File: config.mk
export PLATFORM = sky130hd
export DESIGN_NAME = issue_sched
export DESIGN_NICKNAME = d
export VERILOG_FILES = /design/src/rtl/issue_sched.sv
export SDC_FILE = /design/constraint.sdc
export NUM_CORES = 1
export LEC_CHECK = 0
export BUFFER_PORTS_ARGS = -buffer_cell sky130_fd_sc_hd__buf_2
export CAP_MARGIN = 20
export CELL_PAD_IN_SITES_DETAIL_PLACEMENT = 1
export CELL_PAD_IN_SITES_GLOBAL_PLACEMENT = 1
export CORE_UTILIZATION = 30
export DETAILED_ROUTE_END_ITERATION = 10
export PLACE_DENSITY_LB_ADDON = 0.1
export RECOVER_POWER = 25
export SYNTH_ARGS = -nofsm -noshare
export SYNTH_HDL_FRONTEND = slang
export SYNTH_SLANG_ARGS = --single-unit
File: constraint.sdc
create_clock -name clk -period 1.7 [get_ports clk]
set_clock_uncertainty 0.1 [all_clocks]
set_input_delay 0.255 -clock clk [delete_from_list [all_inputs] [get_ports clk]]
set_output_delay 0.255 -clock clk [all_outputs]
set_load 0.01 [all_outputs]
File: src/rtl/issue_sched.sv
// Issue scheduler: grants int/ld/mult/div issue against a reservation map of
// future CDB write slots so no two results reach the CDB in the same cycle.
module issue_sched #(
  parameter int unsigned MULT_LAT = 4,
  parameter int unsigned DIV_LAT  = 6
) (
  input  logic       clk,
  input  logic       reset,
  input  logic       int_req,
  input  logic       ld_req,
  input  logic       mult_req,
  input  logic       div_req,
  input  logic       flush,
  output logic       int_grant,
  output logic       ld_grant,
  output logic       mult_grant,
  output logic       div_grant,
  output logic       cdb_valid,
  output logic [1:0] cdb_src,
  output logic       div_busy
);

  localparam int unsigned SRC_W = 2;
  localparam int unsigned CNT_W = 3;

  localparam logic [SRC_W-1:0] SRC_INT  = SRC_W'(0);
  localparam logic [SRC_W-1:0] SRC_LD   = SRC_W'(1);
  localparam logic [SRC_W-1:0] SRC_MULT = SRC_W'(2);
  localparam logic [SRC_W-1:0] SRC_DIV  = SRC_W'(3);

  // resv[k]: CDB slot k cycles ahead is taken; own[k] names its writer
  logic [DIV_LAT:1]            resv;
  logic [DIV_LAT:1][SRC_W-1:0] own;
  logic [CNT_W-1:0]            div_cnt;
  logic                        rr;

  logic [DIV_LAT:1]            resv_nxt;
  logic [DIV_LAT:1][SRC_W-1:0] own_nxt;
  logic [CNT_W-1:0]            div_cnt_nxt;

  // Same-cycle grants; int/ld share slot 1 and arbitrate round-robin
  always_comb begin
    int_grant  = 1'b0;
    ld_grant   = 1'b0;
    mult_grant = 1'b0;
    div_grant  = 1'b0;
    if (!flush && !reset) begin
      div_grant  = div_req & ~resv[DIV_LAT] & (div_cnt == '0);
      mult_grant = mult_req & ~resv[MULT_LAT];
      if (!resv[1]) begin
        if (int_req && ld_req) begin
          int_grant = ~rr;
          ld_grant  = rr;
        end else begin
          int_grant = int_req;
          ld_grant  = ld_req;
        end
      end
    end
  end

  // Shift the map one slot closer and insert the long-latency claims
  always_comb begin
    resv_nxt = '0;
    own_nxt  = '0;
    for (int k = 1; k < DIV_LAT; k++) begin
      resv_nxt[k] = resv[k+1];
      own_nxt[k]  = own[k+1];
    end
    if (mult_grant) begin
      resv_nxt[MULT_LAT-1] = 1'b1;
      own_nxt[MULT_LAT-1]  = SRC_MULT;
    end
    if (div_grant) begin
      resv_nxt[DIV_LAT-1] = 1'b1;
      own_nxt[DIV_LAT-1]  = SRC_DIV;
    end
    if (div_grant) begin
      div_cnt_nxt = CNT_W'(DIV_LAT - 1);
    end else if (div_cnt != '0) begin
      div_cnt_nxt = div_cnt - CNT_W'(1);
    end else begin
      div_cnt_nxt = div_cnt;
    end
  end

  always_ff @(posedge clk or posedge reset) begin
    if (reset) begin
      resv      <= '0;
      own       <= '0;
      div_cnt   <= '0;
      rr        <= 1'b0;
      cdb_valid <= 1'b0;
      cdb_src   <= SRC_INT;
      div_busy  <= 1'b0;
    end else if (flush) begin
      // Mispredict kills every in-flight result; arbitration fairness is kept
      resv      <= '0;
      own       <= '0;
      div_cnt   <= '0;
      cdb_valid <= 1'b0;
      cdb_src   <= SRC_INT;
      div_busy  <= 1'b0;
    end else begin
      resv      <= resv_nxt;
      own       <= own_nxt;
      div_cnt   <= div_cnt_nxt;
      div_busy  <= (div_cnt_nxt != '0);
      cdb_valid <= resv[1] | int_grant | ld_grant;
      if (resv[1]) begin
        cdb_src <= own[1];
      end else if (int_grant) begin
        cdb_src <= SRC_INT;
      end else if (ld_grant) begin
        cdb_src <= SRC_LD;
      end
      if (int_grant) begin
        rr <= 1'b1;
      end else if (ld_grant) begin
        rr <= 1'b0;
      end
    end
  end

endmodule

==> Word level (Yosys, flattened, before mapping) <==
Cells that the tools add are included.
W data, S select, Z words.
{ "classes": {"add_sub_neg": 1, "n_bitwise": 9, "div_mod_pow": 0, "magnitude_cmp": 0, "reduce_logical": 10, "eq_ne": 0, "multipliers": 0, "mux": 25, "n_shift": 0} }
{ "ops": {"columns": ["cell", "n"], "rows": [
  ["$mux W1", 14],
  ["$mux W2", 6],
  ["$mux W10", 1],
  ["$mux W3", 3],
  ["$reduce_bool A3 Y1", 2],
  ["$mux W5", 1],
  ["$not A1 Y1", 4],
  ["$reduce_bool A4 Y1", 1],
  ["$and A1 B1 Y1", 3],
  ["$logic_not A3 Y1", 1],
  ["$sub A3 B1 Y3 const B", 1],
  ["$logic_and A1 B1 Y1", 2],
  ["$logic_not A1 Y1", 2],
  ["$or A1 B1 Y1", 2],
  ["$reduce_and A2 Y1", 1],
  ["$reduce_bool A2 Y1", 1]
]} }
{ "word_totals": {"out_inout_bits": 8, "mem_count": 0, "in_bits": 7, "wordCells": 57, "mem_bits_ro": 0, "ff_bits": 26, "latch_bits": 0, "ramBits": 0} }

==> Longest topological paths before layout <==
Gate-level depths: netlist of the first run.
{ "depth": {"word_depth": 8, "ltp_mapped": 6, "depth_no_buf": 5} }

==> Worst setup path before layout of the first run <==
OpenSTA, ideal clock, no wires.
{ "synth_path": {"path_type": "register -> output", "startpoint": "register div_cnt[0]", "endpoint": "output port div_grant", "setup_slack_ps": 5, "t_required_ps": 1345, "path_buffers": 1, "path_stages_with_launch": 6, "t_arrival_ps": 1340, "cell_sequence": "dfrtp_1 -> inv_1 -> ha_1 -> nand2b_1 -> buf_2 -> nor4b_1"} }
{ "synth_between": {"elab_chain_cells": 3} }
{ "synth_rtl": {"columns": ["element", "line_no", "source"], "rows": [
  ["start, declared", "34", "logic [CNT_W-1:0] div_cnt;"],
  ["start signal, assigned", "107", "div_cnt <= div_cnt_nxt;"],
  ["$logic_not A3 Y1", "48", "div_grant = div_req & ~resv[DIV_LAT] & (div_cnt == '0);"],
  ["$and A1 B1 Y1", "48", null],
  ["$mux W1", "47", "if (!flush && !reset) begin"],
  ["end, declared", "17", "output logic div_grant,"]
]} }
No other way between the ends.

==> Worst setup path in the final report of the first run <==
{ "layout_path": {"startpoint": "register div_cnt[1]", "endpoint": "output port div_grant"} }
The elaborated chain is that of the path after synthesis.

==> results of run 1 <==
## kinds of logic after synthesis
logic type	after synthesis
AND/OR/NAND/NOR	23
flip-flops	16
AO/OA/AOI/OAI	15
buffers and inverters	7
adder cells (fa/ha/maj)	2
multiplexers	1
## worst reg2reg max path: cells and delay by family (launching register included)
family	cells	cell delay, ps
DFF	1	380
AOI/OAI and AO/OA	2	350
buffers and inverters	3	320
adders and majority gates	1	190
and+or+nand+nor	1	150
## layer usage
metal | GRT usage [%] | part of all wire (%) | vias to the layer above
met5 | 0 | 0 | -
met4 | 5.41 | 2.0 | 0
met3 | 3.51 | 4.7 | 4
met2 | 21.0 | 46 | 15
met1 | 16.9 | 47 | 253
li1 | - | - | 267
## what timing repair did
action	4_1_cts	5_1_grt
setup endpoints to repair	1	3
hold endpoints to repair	16	0
buffers inserted	3	1
pin swaps	2	2
hold buffers	1	0
gates resized for setup	6	1
## cell type report
type / count / share of cell area, %
Clock buffer: 3 / 2.40
Sequential cell: 16 / 42.7
Inverter: 4 / 1.60
Tap cell: 28 / 3.73
Multi-Input combinational cell: 41 / 34.6
Timing Repair Buffer: 23 / 14.9
## cells in the final DEF (no fill, tap or decap), drive strengths merged, types with 2 or more instances in the layout
cell type,n
a211oi,2
a21oi,6
and2b,3
buf,22
clkbuf,3
dfrtp,16
ha,2
inv,4
nand2b,2
nor2,3
nor2b,6
nor3,3
nor4b,3
o21ba,2
## registers in the layout (all words and copies together), names as in the netlist
signal / cells
own: 6
div_cnt: 3
cdb_src: 2
resv: 2
cdb_valid: 1
div_busy: 1
rr: 1
## where the power goes
part | switching [mW] | internal [mW] | leakage (nW) | total (mW)
combinational | 0.249 | 0.299 | 0.238 | 0.548
clock | 0.112 | 0.0822 | 0.0138 | 0.195
sequential | 0.0390 | 0.441 | 0.211 | 0.480
## final timing paths
| check | slack, ps | from | end | cells past startpoint |
|---|---|---|---|---|
| worst max register to register | 100 | div_cnt[1] | div_busy | 7 |
| worst max-delay path | 10 | div_cnt[1] | div_grant | 5 |
| worst min-delay path | 110 | ld_req | rr | 2 |
| worst min register to register | 350 | resv[2] | resv[1] | 1 |
| max in group asynchronous | 760 | reset | resv[1] | 4 |
| min in group asynchronous | 550 | reset | own[8] | 4 |
## through the flow
stage	TNS, ps	std cells	power (mW)	worst slack [ps]	cell area, um2
finish	0	115	1.22	13.0	940
detailed placement	0	107	0.879	140	850
floorplan	0	64	0.760	4.50	736
global placement	0	107	0.877	173	850
CTS	-0.775	114	1.20	-0.775	931
global route	-74.2	115	1.32	-73.7	940
==> results.toml, run 1 <==
[timing]
maxSlewViolCount = 0
timing.hold.ws_ps = 111
max_slew_margin_pct = 75.8
hold_viol = 0
tightest_slew_ps = 363
rsz0062_at_grt = "yes"
period_minus_slack_ps = 1690
final-setup-viol-count = 0
max_freq_ghz = 0.593
finalCritPeriodShare_pct = 99.2

[critical_path]
arrival_ps = 1330
cp_cell_sequence = "inv_2 -> ha_4 -> nand2b_4 -> nor4b_2 -> buf_2"
crit_type = "flop to output port"
slowest_stage = "dfrtp_1"
required_ps = 1340
timing.critical_path.buf_inv = 2
startpoint_type = "flop"
critPathCaptureType = "output port"
max_stage_delay_ps = 410
worst-path-max-fanout = 2
cp_top_family = "flip-flops"

[logic_synthesis]
synthTopCellsByCount = "16 x dfrtp_1, 6 x a21oi_1, 6 x nor2b_1, 4 x inv_1"
yosys.area_share.adder_pct = 3.40
synthSimpleGateAreaFrac_pct = 21.4
synth_compound_area_share_pct = 14.5
yosysTopAreaCellShare_pct = 54.4
syn_nets = 73
yosys_warnings = 0
synth.ff_latch_count = 16
syn-cell-area_um2 = 736
synth-seq-area-share_pct = 54.4
ys_types = 26
synth_edf_count = 0
synth_cells = 64
syn_avg_cell_area_um2 = 11.5
synth.area.mux_share_pct = 1.36
synthXorXnorAreaFrac_pct = 0
synth_top_family_by_area = "simple AND/OR/NAND/NOR gates"
synth-main-ff-cell = "dfrtp_1"
ys_async_sr_fraction_pct = 100
yosysMostFrequentCell = "dfrtp_1"
synth_top_cell_by_area = "dfrtp_1"
yosys-top-cells-area = "dfrtp_1 54%, nor2b_1 5.1%, a21oi_1 4.1%, nor4b_1 3.6%, ha_1 3.4%"

[die]
start_util_pct = 32.6
coreArea_mm2 = 0.00225
die_y_um = 51.5
rows = 17
dieArea_mm2 = 0.00265
io_pins = 15
die_w_um = 51.5

[routing]
postRouteAntennaNets = 0
wl_per_cell_um = 12.4
totalWireLength_mm = 1.43
drt_drc_violations_left = 0
num_vias = 539
firstDrtPassIters = 4
viasPerCell = 4.69
drtIter0Drc = 5

[global_routing]
grt_overflow = 0
first_global_vias = 547
antenna_found_initial = 0
grt_use_total_pct = 13.2
grt_pass1_wl_mm = 2.50
grt_max_degree = 17

[clock_tree]
clockRootBuffer = "clkbuf_4"
cts_buffers = 3
insertion_delay_ps = 280
clock-sinks = 16
h-tree-depth = 1
cts.reportedPaths.clkPinSlew_ps = 90
cts_max_path_buffers = 2
cts_tree = "built"

[status]
status = "complete, no violations"

[layout]
final_util_pct = 41.7
area_growth_pct = 27.7
regArea_um2 = 402
final_layout_size_suffix_gt1_share_pct = 40.2
n_fill_cell = 270
multi_input_area_um2 = 325
final_nets = 98
n_antenna_cell = 0

[power_and_ir_drop]
p_leak_nw = 0.463
peakVddDrop_uv = 679
cellPowerDensity_mw_per_mm2 = 1300

[placed_design]
dp_hpwl_um = 986
routabilityCongestion = 0.758
io_buffers = 14

[worst_hold_path]
hold_class = "input port to flop"

[run]
max-cap-violations = 0
Note: power is estimated with default switching activity, not from simulation.
==> run 2: changes to the inputs <==
BUFFER_PORTS_ARGS = -buffer_cell sky130_fd_sc_hd__clkbuf_2   (was -buffer_cell sky130_fd_sc_hd__buf_2)
clock period = 2 ns   (was 1.7 ns; I/O delays follow)
==> results.toml, run 2 (same netlist as run 1, synthesis figures left out) <==
[timing]
hold_viol = 0
max_freq_ghz = 0.532
rsz0062_at_grt = "no"
max_slew_margin_pct = 42.8
period_minus_slack_ps = 1880
tightest_slew_ps = 858
tns_ps = 0
final-setup-viol-count = 0
finalCritPeriodShare_pct = 93.9
setup_ws_ps = 121
maxSlewViolCount = 0
timing.hold.ws_ps = 158

[routing]
viasPerCell = 4.76
drtIter0Drc = 4
firstDrtPassIters = 2
num_vias = 524
postRouteAntennaNets = 0
totalWireLength_mm = 1.33
drt_drc_violations_left = 0
wl_per_cell_um = 12.1

[layout]
n_antenna_cell = 0
fin_cells = 110
top_register = "own"
layout_commonest_cell = "dfrtp_1"
final_layout_size_suffix_gt1_share_pct = 30.5
area_growth_pct = 19.0
reg_top3 = "own (6), div_cnt (3)"
largest_register_ffs = 6
layout_common_cells = "16 x dfrtp_1, 12 x clkbuf_2, 6 x a21oi_1, 6 x nor2b_1, 4 x inv_1"
final_util_pct = 38.8
final_nets = 93
final_cell_area_um2 = 876

[clock_tree]
h-tree-depth = 1
cts_hold_buffers = 0
insertion_delay_ps = 270
cts.reportedPaths.clkPinSlew_ps = 90
cts_buffers = 3
cts_tree = "built"
clockRootBuffer = "clkbuf_4"
cts_max_path_buffers = 2
clock-sinks = 16

[worst_hold_path]
hp-start = "ld_req"
hold_class = "input port to flop"

[die]
rows = 17
die_y_um = 51.5
start_util_pct = 32.6
dieArea_mm2 = 0.00265
io_pins = 15
coreArea_mm2 = 0.00225
die_w_um = 51.5

[placed_design]
placed_area_um2 = 842
dp_hpwl_mm = 1.02
io_buffers = 14
dp.cells = 106
pre_cts_slack_ps = 361
routabilityCongestion = 0.755

[critical_path]
crit_path_start = "div_cnt[0]"
required_ps = 1600
rrSetupSlack_ps = 420
worst-path-max-fanout = 5
critPathCaptureType = "output port"
reg2reg_from = "div_cnt[0]"
startpoint_type = "flop"
arrival_ps = 1480
crit_type = "flop to output port"

[power_and_ir_drop]
p_leak_nw = 0.427
peakVddDrop_uv = 496
total_power_uw = 907
cellPowerDensity_mw_per_mm2 = 1040

[global_routing]
grt_pass1_wl_mm = 2.28
grt_use_total_pct = 12.3
grt_max_degree = 17
antenna_found_initial = 0
first_global_vias = 508
grt_overflow = 0

[status]
status = "complete, no violations"

[run]
max-cap-violations = 0
==> run 2: cell count changes in the layout (fill, tap and decap cells not counted), sizes merged <==
cell and delta:
dlygate4sd3 -1, buf -18, clkbuf +14
==> run 2: area by class of cell <==
cell class,instances,area (um2)
Fill cell,263,1380
Sequential cell,16,400
Multi-Input combinational cell,41,308
Timing Repair Buffer,18,95.1
Tap cell,28,35.0
Clock buffer,3,22.5
Inverter,4,15.0
==> run 2: critical path, cell delays in order, from the launching register on <==
cell,delay (ps)
dfrtp_1,420
inv_1,90
ha_2,200
nand2b_1,90
nor4b_2,240
buf_2,160
==> run 2: worst paths after layout <==
check,endpoint,cells past startpoint
worst max-delay path,div_grant,5
worst min-delay path,rr,2
worst max register to register,div_busy,6
worst min register to register,own[2],1
max in group asynchronous,cdb_src[1],3
min in group asynchronous,own[8],3
==> run 2: routing by layer <==
metal	global-route usage, %	vias up	wire [um]
li1	-	258	-
met1	15.2	251	627
met2	19.7	13	628
met3	3.51	2	60
met4	5.41	0	12
met5	0	-	0
==> run 2: what timing repair did <==
item                                   in CTS  in global routing
setup endpoints to repair                   0                  1
buffers inserted                            0                  1
endpoints found under the hold margin       0                  0
gates resized for setup                     0                  3
==> run 2: where the power goes <==
part           internal [mW]  switching [mW]
clock                 0.0696          0.0933
sequential             0.375          0.0335
combinational          0.164           0.171
